[src/rtl/apb_slot_controller.sv]
// -----------------------------------------------------------------------------
// apb_slot_controller
//
// Purpose:
//   Bridges the MSS fabric APB master port to up to NSLOTS fabric APB
//   peripherals. Each master transfer is decoded to one slot using a 4-bit
//   field of MSSPADDR. The transfer is then replayed as a clean APB3
//   SETUP/ACCESS sequence on the slave side. The slave response is returned
//   to the master.
//   Unmapped slots and slaves that hold PREADY low for TIMEOUT access cycles
//   are answered with PSLVERR. Error statistics are kept in ERR_COUNT and
//   LAST_ERR_ADDR.
//
// Ports:
//   SYSCLK, SYSRESET       clock (rising edge) and synchronous active-high reset
//   MSSPSEL/MSSPENABLE/MSSPWRITE/MSSPADDR/MSSPWDATA   master request
//   MSSPRDATA/MSSPREADY/MSSPSLVERR                    master response
//   S_PSEL[NSLOTS]         one-hot slave select
//   S_PENABLE, S_PWRITE    shared slave enable / write
//   S_PADDR[8], S_PWDATA   shared slave address (MSSPADDR[7:0]) and write data
//   S_PRDATA[32*NSLOTS]    per-slot read data, slot i at [32i+31:32i]
//   S_PREADY, S_PSLVERR    per-slot ready / error
//   ERR_COUNT[8]           saturating count of error responses
//   LAST_ERR_ADDR[32]      master address of the most recent errored transfer
//
// All outputs come straight from registers.
// -----------------------------------------------------------------------------
module apb_slot_controller #(
    parameter int NSLOTS   = 4,
    parameter int SLOT_LSB = 8,
    parameter int TIMEOUT  = 1023
) (
    input  logic                   SYSCLK,
    input  logic                   SYSRESET,
    input  logic                   MSSPSEL,
    input  logic                   MSSPENABLE,
    input  logic                   MSSPWRITE,
    input  logic [31:0]            MSSPADDR,
    input  logic [31:0]            MSSPWDATA,
    output logic [31:0]            MSSPRDATA,
    output logic                   MSSPREADY,
    output logic                   MSSPSLVERR,
    output logic [NSLOTS-1:0]      S_PSEL,
    output logic                   S_PENABLE,
    output logic                   S_PWRITE,
    output logic [7:0]             S_PADDR,
    output logic [31:0]            S_PWDATA,
    input  logic [32*NSLOTS-1:0]   S_PRDATA,
    input  logic [NSLOTS-1:0]      S_PREADY,
    input  logic [NSLOTS-1:0]      S_PSLVERR,
    output logic [7:0]             ERR_COUNT,
    output logic [31:0]            LAST_ERR_ADDR
);

    // Abort happens on the TIMEOUT-th consecutive not-ready access cycle.
    // The counter holds (cycles waited so far - 1) when compared.
    localparam logic [15:0] TIMEOUT_LAST = 16'(TIMEOUT - 1);

    typedef enum logic [1:0] {
        IDLE       = 2'd0,
        FWD_SETUP  = 2'd1,
        FWD_ACCESS = 2'd2,
        RESP       = 2'd3
    } state_t;

    state_t              state_q,    state_d;
    logic [NSLOTS-1:0]   psel_q,     psel_d;
    logic                penable_q,  penable_d;
    logic                pwrite_q,   pwrite_d;
    logic [7:0]          paddr_q,    paddr_d;
    logic [31:0]         pwdata_q,   pwdata_d;
    logic [31:0]         addr_q,     addr_d;
    logic [31:0]         rdata_q,    rdata_d;
    logic                ready_q,    ready_d;
    logic                slverr_q,   slverr_d;
    logic [7:0]          err_cnt_q,  err_cnt_d;
    logic [31:0]         last_err_q, last_err_d;
    logic [15:0]         wait_cnt_q, wait_cnt_d;

    // ---------------------------------------------------------------------
    // Slot decode. An all-zero decode means the slot field points past the
    // last implemented slot, i.e. the access is unmapped.
    // ---------------------------------------------------------------------
    logic [3:0]        slot;
    logic [NSLOTS-1:0] slot_dec;
    logic              slot_mapped;
    logic              start;

    assign slot        = MSSPADDR[SLOT_LSB+3:SLOT_LSB];
    assign slot_mapped = |slot_dec;
    // Only the master SETUP phase starts a transfer; an ACCESS-phase
    // PENABLE=1 is never mistaken for a new request.
    assign start       = MSSPSEL & ~MSSPENABLE;

    generate
        for (genvar gi = 0; gi < NSLOTS; gi++) begin : g_dec
            assign slot_dec[gi] = (slot == 4'(gi));
        end
    endgenerate

    // ---------------------------------------------------------------------
    // Response mux. The registered one-hot select doubles as the mux
    // control. Unselected slots therefore cannot leak ready, error or data.
    // ---------------------------------------------------------------------
    logic [31:0] rd_masked [NSLOTS];
    logic [31:0] sel_rdata;
    logic        sel_ready;
    logic        sel_err;

    generate
        for (genvar gi = 0; gi < NSLOTS; gi++) begin : g_rmux
            assign rd_masked[gi] = S_PRDATA[32*gi +: 32] & {32{psel_q[gi]}};
        end
    endgenerate

    always_comb begin
        sel_rdata = '0;
        for (int i = 0; i < NSLOTS; i++) begin
            sel_rdata = sel_rdata | rd_masked[i];
        end
    end

    assign sel_ready = |(S_PREADY  & psel_q);
    assign sel_err   = |(S_PSLVERR & psel_q);

    // ---------------------------------------------------------------------
    // Next-state and next-output logic
    // ---------------------------------------------------------------------
    logic        err_event;
    logic [31:0] err_addr;

    always_comb begin
        state_d    = state_q;
        psel_d     = psel_q;
        penable_d  = penable_q;
        pwrite_d   = pwrite_q;
        paddr_d    = paddr_q;
        pwdata_d   = pwdata_q;
        addr_d     = addr_q;
        rdata_d    = rdata_q;
        ready_d    = ready_q;
        slverr_d   = slverr_q;
        wait_cnt_d = wait_cnt_q;
        err_cnt_d  = err_cnt_q;
        last_err_d = last_err_q;
        err_event  = 1'b0;
        err_addr   = addr_q;

        case (state_q)
            IDLE: begin
                if (start) begin
                    addr_d = MSSPADDR;
                    if (slot_mapped) begin
                        psel_d    = slot_dec;
                        penable_d = 1'b0;
                        pwrite_d  = MSSPWRITE;
                        paddr_d   = MSSPADDR[7:0];
                        pwdata_d  = MSSPWDATA;
                        state_d   = FWD_SETUP;
                    end else begin
                        // Answer without touching the slave bus. The address
                        // is latched in this same edge, so the error record
                        // takes it directly from the master bus.
                        ready_d   = 1'b1;
                        slverr_d  = 1'b1;
                        rdata_d   = '0;
                        state_d   = RESP;
                        err_event = 1'b1;
                        err_addr  = MSSPADDR;
                    end
                end
            end

            FWD_SETUP: begin
                penable_d  = 1'b1;
                wait_cnt_d = '0;
                state_d    = FWD_ACCESS;
            end

            FWD_ACCESS: begin
                if (sel_ready) begin
                    rdata_d   = pwrite_q ? 32'd0 : sel_rdata;
                    slverr_d  = sel_err;
                    ready_d   = 1'b1;
                    psel_d    = '0;
                    penable_d = 1'b0;
                    state_d   = RESP;
                    err_event = sel_err;
                end else if (wait_cnt_q == TIMEOUT_LAST) begin
                    // The slave is hung. Abandon the transfer on the slave side
                    // and report an error to the master.
                    rdata_d   = '0;
                    slverr_d  = 1'b1;
                    ready_d   = 1'b1;
                    psel_d    = '0;
                    penable_d = 1'b0;
                    state_d   = RESP;
                    err_event = 1'b1;
                end else begin
                    wait_cnt_d = wait_cnt_q + 16'd1;
                end
            end

            RESP: begin
                // MSSPREADY is a single-cycle pulse. All master outputs
                // return to zero afterwards.
                ready_d  = 1'b0;
                slverr_d = 1'b0;
                rdata_d  = '0;
                state_d  = IDLE;
            end

            default: begin
                state_d = IDLE;
            end
        endcase

        // Statistics are updated in the edge that enters RESP. They are
        // therefore already visible while MSSPREADY is high.
        if (err_event) begin
            err_cnt_d  = (err_cnt_q == 8'hFF) ? err_cnt_q : err_cnt_q + 8'd1;
            last_err_d = err_addr;
        end
    end

    // ---------------------------------------------------------------------
    // State and output registers
    // ---------------------------------------------------------------------
    always_ff @(posedge SYSCLK) begin
        if (SYSRESET) begin
            state_q    <= IDLE;
            psel_q     <= '0;
            penable_q  <= 1'b0;
            pwrite_q   <= 1'b0;
            paddr_q    <= '0;
            pwdata_q   <= '0;
            addr_q     <= '0;
            rdata_q    <= '0;
            ready_q    <= 1'b0;
            slverr_q   <= 1'b0;
            wait_cnt_q <= '0;
            err_cnt_q  <= '0;
            last_err_q <= '0;
        end else begin
            state_q    <= state_d;
            psel_q     <= psel_d;
            penable_q  <= penable_d;
            pwrite_q   <= pwrite_d;
            paddr_q    <= paddr_d;
            pwdata_q   <= pwdata_d;
            addr_q     <= addr_d;
            rdata_q    <= rdata_d;
            ready_q    <= ready_d;
            slverr_q   <= slverr_d;
            wait_cnt_q <= wait_cnt_d;
            err_cnt_q  <= err_cnt_d;
            last_err_q <= last_err_d;
        end
    end

    assign MSSPRDATA     = rdata_q;
    assign MSSPREADY     = ready_q;
    assign MSSPSLVERR    = slverr_q;
    assign S_PSEL        = psel_q;
    assign S_PENABLE     = penable_q;
    assign S_PWRITE      = pwrite_q;
    assign S_PADDR       = paddr_q;
    assign S_PWDATA      = pwdata_q;
    assign ERR_COUNT     = err_cnt_q;
    assign LAST_ERR_ADDR = last_err_q;

endmodule

[config.mk]
export PLATFORM = sky130hd
export DESIGN_NAME = apb_slot_controller
export DESIGN_NICKNAME = d
export VERILOG_FILES = /design/src/rtl/apb_slot_controller.sv
export SDC_FILE = /design/constraint.sdc
export NUM_CORES = 1
export LEC_CHECK = 0
export BUFFER_PORTS_ARGS = -buffer_cell sky130_fd_sc_hd__buf_2
export CAP_MARGIN = 20
export CORE_MARGIN = 2
export CORE_UTILIZATION = 45
export CTS_CLUSTER_SIZE = 20
export DETAILED_ROUTE_END_ITERATION = 6
export PLACE_DENSITY_LB_ADDON = 0.3
export SYNTH_ARGS = -nofsm -noshare
export SYNTH_HDL_FRONTEND = slang
export SYNTH_SLANG_ARGS = --single-unit
[constraint.sdc]
create_clock -name SYSCLK -period 6.6 [get_ports SYSCLK]
set_input_delay 1.32 -clock SYSCLK [delete_from_list [all_inputs] [get_ports SYSCLK]]
set_output_delay 1.32 -clock SYSCLK [all_outputs]
set_load 0.005 [all_outputs]
Yosys cells after proc, flatten, opt, wreduce, memory -nomap -nowiden
Index checks and enable logic that the tools add are counted.

storage, ports and cells
  register bits after elaboration = 170
  input bits = 205
  output and inout bits = 120
  word-level logic and storage cells = 97

operators by class
  add/sub/neg operators = 2
  equal/unequal tests = 14
  muxes and demuxes = 39
  bitwise operators = 12
  reductions and logical operators = 17

operators by type and width
  kind                                                                      count
  32-bit two-way mux                                                        8
  32-bit AND                                                                4
  32-bit bitwise OR                                                         3
  32-bit one-hot mux with 3 select lines                                    1
  16-bit two-way mux                                                        2
  16-bit one-hot mux with 2 select lines                                    1
  16-bit by 1-bit adder with 16-bit output (second input constant)          1
  16-bit by 10-bit equality test with 1-bit output (second input constant)  1
  4-bit two-way mux                                                         4
  1-bit two-way mux                                                         13
  4-bit AND reduction                                                       3
  4-bit OR reduction                                                        3
  2-bit inequality test (second input constant)                             5
  1-bit one-hot mux with 3 select lines                                     3
  8-bit by 1-bit adder with 8-bit output (second input constant)            1
  4-bit AND                                                                 2
  4-bit by 2-bit equality test with 1-bit output (second input constant)    2
  8-bit equality test (second input constant)                               1
  2-bit two-way mux                                                         4
  2-bit one-hot mux with 4 select lines                                     1
  4-bit one-hot mux with 2 select lines                                     1
  2-bit AND reduction                                                       3
  3-bit AND reduction                                                       2
  3-bit nonzero test                                                        2
  other kinds (10)                                                          13

Logic depth before layout (Yosys ltp)
Gate-level depths: netlist of run 1.

  depth after elaboration = 7
  gate-level depth with buffers = 10
  mapped depth without buffers = 7

Worst setup path after synthesis of run 1
No wires, ideal clock.

  path kind = input -> register
  start point = input port S_PREADY[2]
  end point = register err_cnt_q[3] (netlist: ERR_COUNT[3])
  setup time = 123 ps
  data arrival time = 2674 ps
  data required time = 6477 ps
  path slack = 3803 ps
  cell stages on the path = 7
  buffers on the path = 2
  path through = a22oi_2 > and2_1 > buf_4 > a211o_2 > buf_6 > a211oi_2 > mux2_1

on the way
  cells in the longest elaborated chain, start to end = 5

ends and longest elaborated chain
  what                                   RTL line  RTL
  start: declaration                     49        input logic [NSLOTS-1:0] S_PREADY,
  4-bit AND                              123       assign sel_ready = |(S_PREADY & psel_q);
  4-bit OR reduction                     123
  1-bit two-way mux                      181       if (sel_ready) begin
  1-bit one-hot mux with 2 select lines  149       case (state_q)
  2-bit AND reduction (no line)          --
  end signal: assignment                 256       err_cnt_q <= err_cnt_d;
  end: declaration                       76        logic [7:0] err_cnt_q, err_cnt_d;

Every way passes these cells.
A chain may end at the register's enable or synchronous reset.

Final worst setup path of run 1
  start point = input port S_PREADY[2]
  end point = register err_cnt_q[4] (netlist: ERR_COUNT[4])

Same word-level chain as after synthesis.

==> results of run 1 <==
[metal layers]
metal	part of all wire (%)	wire length, um	vias up	global-route usage, %
met1	42	10400	3760	32.4
met4	2.7	671	0	9.90
met3	8.2	2030	43	7.48
met5	0	0	-	0
met2	47	11600	312	42.0
li1	-	-	4022	-
[sequential cells by signal, summed over array words and instances, names as in the netlist]
name / flops
ERR_COUNT: 8
LAST_ERR_ADDR: 32
MSSPRDATA: 32
MSSPREADY: 1
MSSPSLVERR: 1
S_PADDR: 8
S_PENABLE: 1
S_PSEL: 4
S_PWDATA: 32
S_PWRITE: 1
addr_q: 32
state_q: 2
wait_cnt_q: 16
[cells in the final DEF (no fill, tap or decap), drive strengths merged, types with 5 or more instances in the layout]
| master | synthesis | routed |
|---|---|---|
| ha | 9 | 9 |
| dfxtp | 170 | 170 |
| a22oi | 66 | 66 |
| inv | 8 | 9 |
| a21oi | 88 | 88 |
| buf | 24 | 339 |
| and4 | 5 | 5 |
| nand2 | 295 | 295 |
| mux2i | 12 | 12 |
| nand2b | 8 | 8 |
| o31ai | 5 | 5 |
| a311oi | 31 | 31 |
| a211oi | 9 | 9 |
| clkinv | 1 | 8 |
| nand3 | 48 | 48 |
| diode | 0 | 6 |
| nor3 | 7 | 7 |
| o21ai | 40 | 40 |
| clkbuf | 56 | 21 |
| nor2 | 48 | 48 |
| nand4 | 5 | 5 |
[path summary, 6_finish.rpt]
check                                endpoint  cells after the start
worst min-delay path            MSSPRDATA[14]                      2
worst max register to register   ERR_COUNT[5]                      6
worst max-delay path             ERR_COUNT[4]                      6
worst min register to register  MSSPRDATA[14]                      2
[Yosys cell counts (2+ instances only)]
| master | n | area, sq um |
|---|---|---|
| a41o_1 | 3 | 30.0 |
| a211oi_1 | 5 | 37.5 |
| a21o_1 | 2 | 15.0 |
| nand3_1 | 48 | 240 |
| a22oi_2 | 2 | 25.0 |
| inv_1 | 8 | 30.0 |
| nand4_1 | 4 | 25.0 |
| nor4b_4 | 2 | 47.6 |
| clkbuf_1 | 56 | 210 |
| nand2_1 | 295 | 1110 |
| o31ai_1 | 5 | 37.5 |
| buf_2 | 9 | 45.0 |
| nor3_1 | 7 | 35.0 |
| mux2_1 | 3 | 33.8 |
| buf_1 | 6 | 22.5 |
| and3_1 | 2 | 12.5 |
| and4_1 | 5 | 43.8 |
| or4_1 | 4 | 30.0 |
| a211oi_2 | 3 | 37.5 |
| a31oi_1 | 4 | 25.0 |
| and2_1 | 3 | 18.8 |
| nor2_1 | 48 | 180 |
| ha_1 | 9 | 113 |
| nor2b_1 | 4 | 25.0 |
| o21ai_0 | 32 | 160 |
| nand3b_1 | 3 | 22.5 |
| a22oi_1 | 64 | 480 |
| o21ai_1 | 8 | 40.0 |
| buf_4 | 8 | 60.1 |
| mux2i_1 | 12 | 120 |
| a21oi_1 | 88 | 440 |
| nand2b_1 | 8 | 50.1 |
| a311oi_1 | 30 | 263 |
| nor4_1 | 4 | 25.0 |
| a22o_1 | 2 | 17.5 |
| dfxtp_1 | 170 | 3400 |
| or3_1 | 3 | 18.8 |
[kinds of logic after synthesis]
kind of cell / Yosys count / synth area share (%)
compound gates: 259 / 22.5
xor+xnor: 2 / 0.226
fa+ha+maj: 9 / 1.45
buf+inv: 89 / 4.94
flops: 170 / 43.9
mux: 16 / 2.13
simple gates: 443 / 24.8
[worst min-delay path, stage by stage, from the launching register on]
cell	delay (ns)
dfxtp_1	0.31
nand2_1	0.05
o21ai_1	0.05
[through the flow]
step | cell area, sq um | power, mW
finish | 10000 | 2.76
global route | 10000 | 2.91
CTS | 10000 | 2.77
detailed placement | 9430 | 1.79
global placement | 9430 | 1.78
floorplan | 7740 | 1.58
[final cells by class]
type                    count  area [sq um]
multi-input cells         729          3980
clock buffers              21           460
clock inverters            11           119
inverters                   9          33.8
repair buffers            339          1740
fillers                  1558          6680
diodes                      6          15.0
flip-flops and latches    170          3400
well taps                 220           275
[power by group]
| part | internal [mW] | leakage (nW) | total (mW) | switching (mW) |
|---|---|---|---|---|
| Sequential | 1.10 | 1.38 | 1.14 | 0.0447 |
| Combinational | 0.216 | 2.68 | 0.628 | 0.413 |
| Clock | 0.576 | 0.287 | 0.982 | 0.406 |
==> flow_summary.json, run 1 <==
{
  "synth_area_sq_um": 7740,
  "worstMarginPinSlew_ns": 0.991,
  "route.detailed.drc": 0,
  "p_per_area_nw_per_um2": 275,
  "dieArea_sq_um": 18300,
  "seq_area_frac_synth_pct": 43.9,
  "initial_utilization_pct": 46.4,
  "hold_class": "flop to flop",
  "finish.utilization_pct": 60.0,
  "cp_top_family": "compound AO/OA/AOI/OAI gates",
  "clkSinkCount": 170,
  "syn_avg_cell_area_sq_um": 7.84,
  "die_h_um": 135,
  "fin_crit_sh_pct": 47.4,
  "cts-root-buf": "clkbuf_16",
  "fin_nets": 1480,
  "synth.lib_cells_used.distinct": 56,
  "ctsResizeCount": 0,
  "crit_chain": "buf_2 -> a22oi_2 -> and2_1 -> a211o_2 -> a211oi_2 -> mux2_1",
  "grt_pass1_vias": 7326,
  "cp.arrival_ns": 3.43,
  "critPathLaunchType": "input port",
  "postCtsHoldBufs": 0,
  "ys_warn_count": 0,
  "dp_cells": 1467,
  "slowest_stage": "a211o_2",
  "cp-end-kind": "flop",
  "synth_nets": 1202,
  "max_cap_viol_count": 0,
  "ant_nets": 0,
  "r2r_setup_slack_ns": 3.73,
  "worst_hold_slack_ns": 0.448,
  "post_cts_buffers": 0,
  "antenna_found_initial": 6,
  "gp_congestion": 0.892,
  "min_from": "MSSPRDATA[14]",
  "finalCriticalPeriod_ns": 3.13,
  "leakage_nw": 4.34,
  "vias": 8137,
  "cts.clk_slew.worst_paths_ns": 0.06,
  "synthArstFlopShare_pct": 0,
  "die_x_um": 135,
  "slew_violations": 0,
  "cts_tree": "built",
  "rows": 47,
  "numCtsBuffers": 17,
  "first_pass_iters": 5,
  "clock.fmax_ghz": 0.320,
  "grt_setup_unrepaired": "no",
  "final_cells": 1505,
  "pin_count": 325,
  "pre_cts_ws_ns": 3.06,
  "vias_per_cell": 5.41,
  "worst_slack_ns": 3.47,
  "drtIter0Drc": 517,
  "worstSkewPairLatency_ns": 0.42,
  "ys_ff_latch": 170,
  "finalSetupViolCount": 0,
  "peakVddDrop_mv": 0.228,
  "status": "finished, final reports clean",
  "required_ns": 6.91,
  "place_hpwl_um": 17200,
  "skew_ns": 0.00878,
  "grt-ovfl-total": 0,
  "clk_path_buf_depth": 2,
  "startpoint": "S_PREADY[2]",
  "synth_cells": 988,
  "crit_path_max_incr_delay_ns": 0.73,
  "relSlewSlack_pct": 33.9,
  "critPathBufInv": 1,
  "core-area_sq_um": 16700,
  "drive_gt1_share_pct": 30.3,
  "setup_tns_ns": 0,
  "track_usage_pct": 25.8,
  "wl_per_cell_um": 16.4,
  "path_max_fanout": 38,
  "grt_first_pass_wirelength_um": 37500,
  "synth_edf_count": 0,
  "wl_um": 24600,
  "crit_type": "input port to flop",
  "htree_levels": 4,
  "r2r-start": "state_q[0]",
  "grt_max_degree": 90,
  "synth_ff_type": "dfxtp_1",
  "portBuffers": 324,
  "area_delta_synth_final_pct": 29.5,
  "hold_violations": 0
}
No activity file was read; power rests on OpenSTA's default activity.
==> run 2, diff against run 1 <==
Settings changed: CORE_UTILIZATION 45 to 44.
Clock period 6.6 ns to 2.68 ns, I/O delays scaled along.
==> run 2 against run 1 <==
Compared with the run above:
- global-route usage fell by 0.19 points
- worst setup slack got worse by 3.2 ns
- count of clock-buffer cells in the layout is 2 lower
- register-to-register slack got worse by 3.5 ns
- sequential share of layout area fell by 0.45 points
- via count rose by 0.16%
- wire length hardly changed
- largest power group unchanged
==> flow_summary.json, run 2 (synthesis gave the netlist of run 1 again) <==
{
  "status": "finished, final reports clean",
  "final_cell_mix": "buf_2 (323), nand2_1 (294), dfxtp_1 (170)",
  "cts-root-buf": "clkbuf_16",
  "antenna_found_initial": 3,
  "worst_slack_ns": 0.268,
  "finish.utilization_pct": 59.0,
  "initial_utilization_pct": 44.9,
  "wl_um": 24600,
  "cp.arrival_ns": 2.73,
  "ant_nets": 0,
  "wl_per_cell_um": 16.2,
  "cts.clk_slew.worst_paths_ns": 0.07,
  "critPathLaunchType": "flop",
  "crit_type": "flop to flop",
  "grt_pass1_vias": 7433,
  "clk_path_buf_depth": 2,
  "numCtsBuffers": 17,
  "clock.fmax_ghz": 0.415,
  "fin_crit_sh_pct": 90.0,
  "cp-end-kind": "flop",
  "required_ns": 3.00,
  "p_per_area_nw_per_um2": 689,
  "vias_per_cell": 5.38,
  "portBuffers": 324,
  "track_usage_pct": 25.6,
  "holdPathStages": 3,
  "path_max_fanout": 12,
  "vias": 8150,
  "hold_violations": 0,
  "cts_tree": "built",
  "worstRegToRegCells": 7,
  "grt_setup_unrepaired": "no",
  "post_cts_buffers": 0,
  "core-area_sq_um": 17200,
  "r2r_setup_slack_ns": 0.27,
  "place_hpwl_um": 17500,
  "setup_tns_ns": 0,
  "postCtsHoldBufs": 0,
  "grt-ovfl-total": 0,
  "r2r-end": "ERR_COUNT[5]",
  "gp_congestion": 0.885,
  "final_common_cell": "buf_2",
  "worst_hold_slack_ns": 0.332,
  "ctsResizeCount": 0,
  "stdcell_area_sq_um": 10200,
  "peakVddDrop_mv": 0.451,
  "clkSinkCount": 170,
  "max_cap_viol_count": 0,
  "met1_length_um": 9990,
  "n_fill_cell": 1602,
  "area_delta_synth_final_pct": 31.2,
  "dr_wl_met3_um": 2160,
  "rows": 48,
  "min_to": "S_PWRITE",
  "r2r-start": "wait_cnt_q[0]",
  "seq_area_sq_um": 3400,
  "worstSkewPairLatency_ns": 0.43,
  "drive_gt1_share_pct": 31.0,
  "finalSetupViolCount": 0,
  "die_h_um": 137,
  "dieArea_sq_um": 18700,
  "first_pass_iters": 5,
  "multi_input_area_sq_um": 3980,
  "pre_cts_ws_ns": 0.197,
  "leakage_nw": 4.41,
  "pin_count": 325,
  "worstMarginPinSlew_ns": 0.812,
  "dr.max_layer_used": "met5",
  "min_from": "MSSPWRITE",
  "route.detailed.drc": 0,
  "relSlewSlack_pct": 45.9,
  "fin_nets": 1490,
  "drtIter0Drc": 467,
  "slew_violations": 0,
  "grt_first_pass_wirelength_um": 37700,
  "finalCriticalPeriod_ns": 2.41,
  "die_x_um": 137,
  "met2_length_um": 11900,
  "grt_max_degree": 116,
  "htree_levels": 4,
  "hold_class": "input port to flop",
  "dpl_cell_area_sq_um": 9560,
  "skew_ns": 0.00697
}
## run 2: changes by cell type in the layout (fill, tap and decap cells not counted), moves of 2 or more
cell	before	now
diode_2	6	2
clkbuf_1	2	0
inv_6	1	3
buf_4	16	22
buf_12	0	4
## run 2: metal layers
metal	vias to the layer above	GRT usage [%]
met2	339	42.6
li1	4029	-
met5	-	0
met3	40	7.15
met1	3738	31.1
met4	4	10.4
## run 2: worst max path at each step
stage                        from               end  depth (start not counted)
floorplan           wait_cnt_q[0]      ERR_COUNT[3]                          8
global placement     S_PSLVERR[0]  LAST_ERR_ADDR[7]                          7
detailed placement   S_PSLVERR[0]  LAST_ERR_ADDR[6]                          7
CTS                 wait_cnt_q[0]      ERR_COUNT[5]                          7
global route        wait_cnt_q[1]      ERR_COUNT[5]                          6
finish              wait_cnt_q[0]      ERR_COUNT[5]                          7
## run 2: cell type report
class / count / area share [%]
Inverter: 9 / 0.332
Clock buffer: 19 / 4.46
Antenna cell: 2 / 0.0493
Timing Repair Buffer: 349 / 18.3
Multi-Input combinational cell: 729 / 39.2
Tap cell: 225 / 2.77
Clock inverter: 13 / 1.38
Sequential cell: 170 / 33.5
## run 2: power breakdown
part	internal [mW]	leakage [nW]	switching, mW	total, mW
clock	1.43	0.294	1.06	2.49
combinational	0.639	2.74	1.05	1.69
sequential	2.71	1.38	0.113	2.82
total	4.78	4.41	2.22	7.00
## run 2: stage by stage
stage | power (mW) | instances
floorplan | 3.90 | 988
global placement | 4.52 | 1482
detailed placement | 4.55 | 1482
CTS | 7.03 | 1514
global route | 7.34 | 1515
finish | 7.00 | 1516
## run 2: critical path, stage by stage (launching register included)
cell and delay [ns]:
dfxtp_1 0.34, inv_1 0.09, ha_1 0.15, nor4b_4 0.26
nand4_4 0.23, a211o_2 0.53, a2111oi_4 0.34, mux2_1 0.35
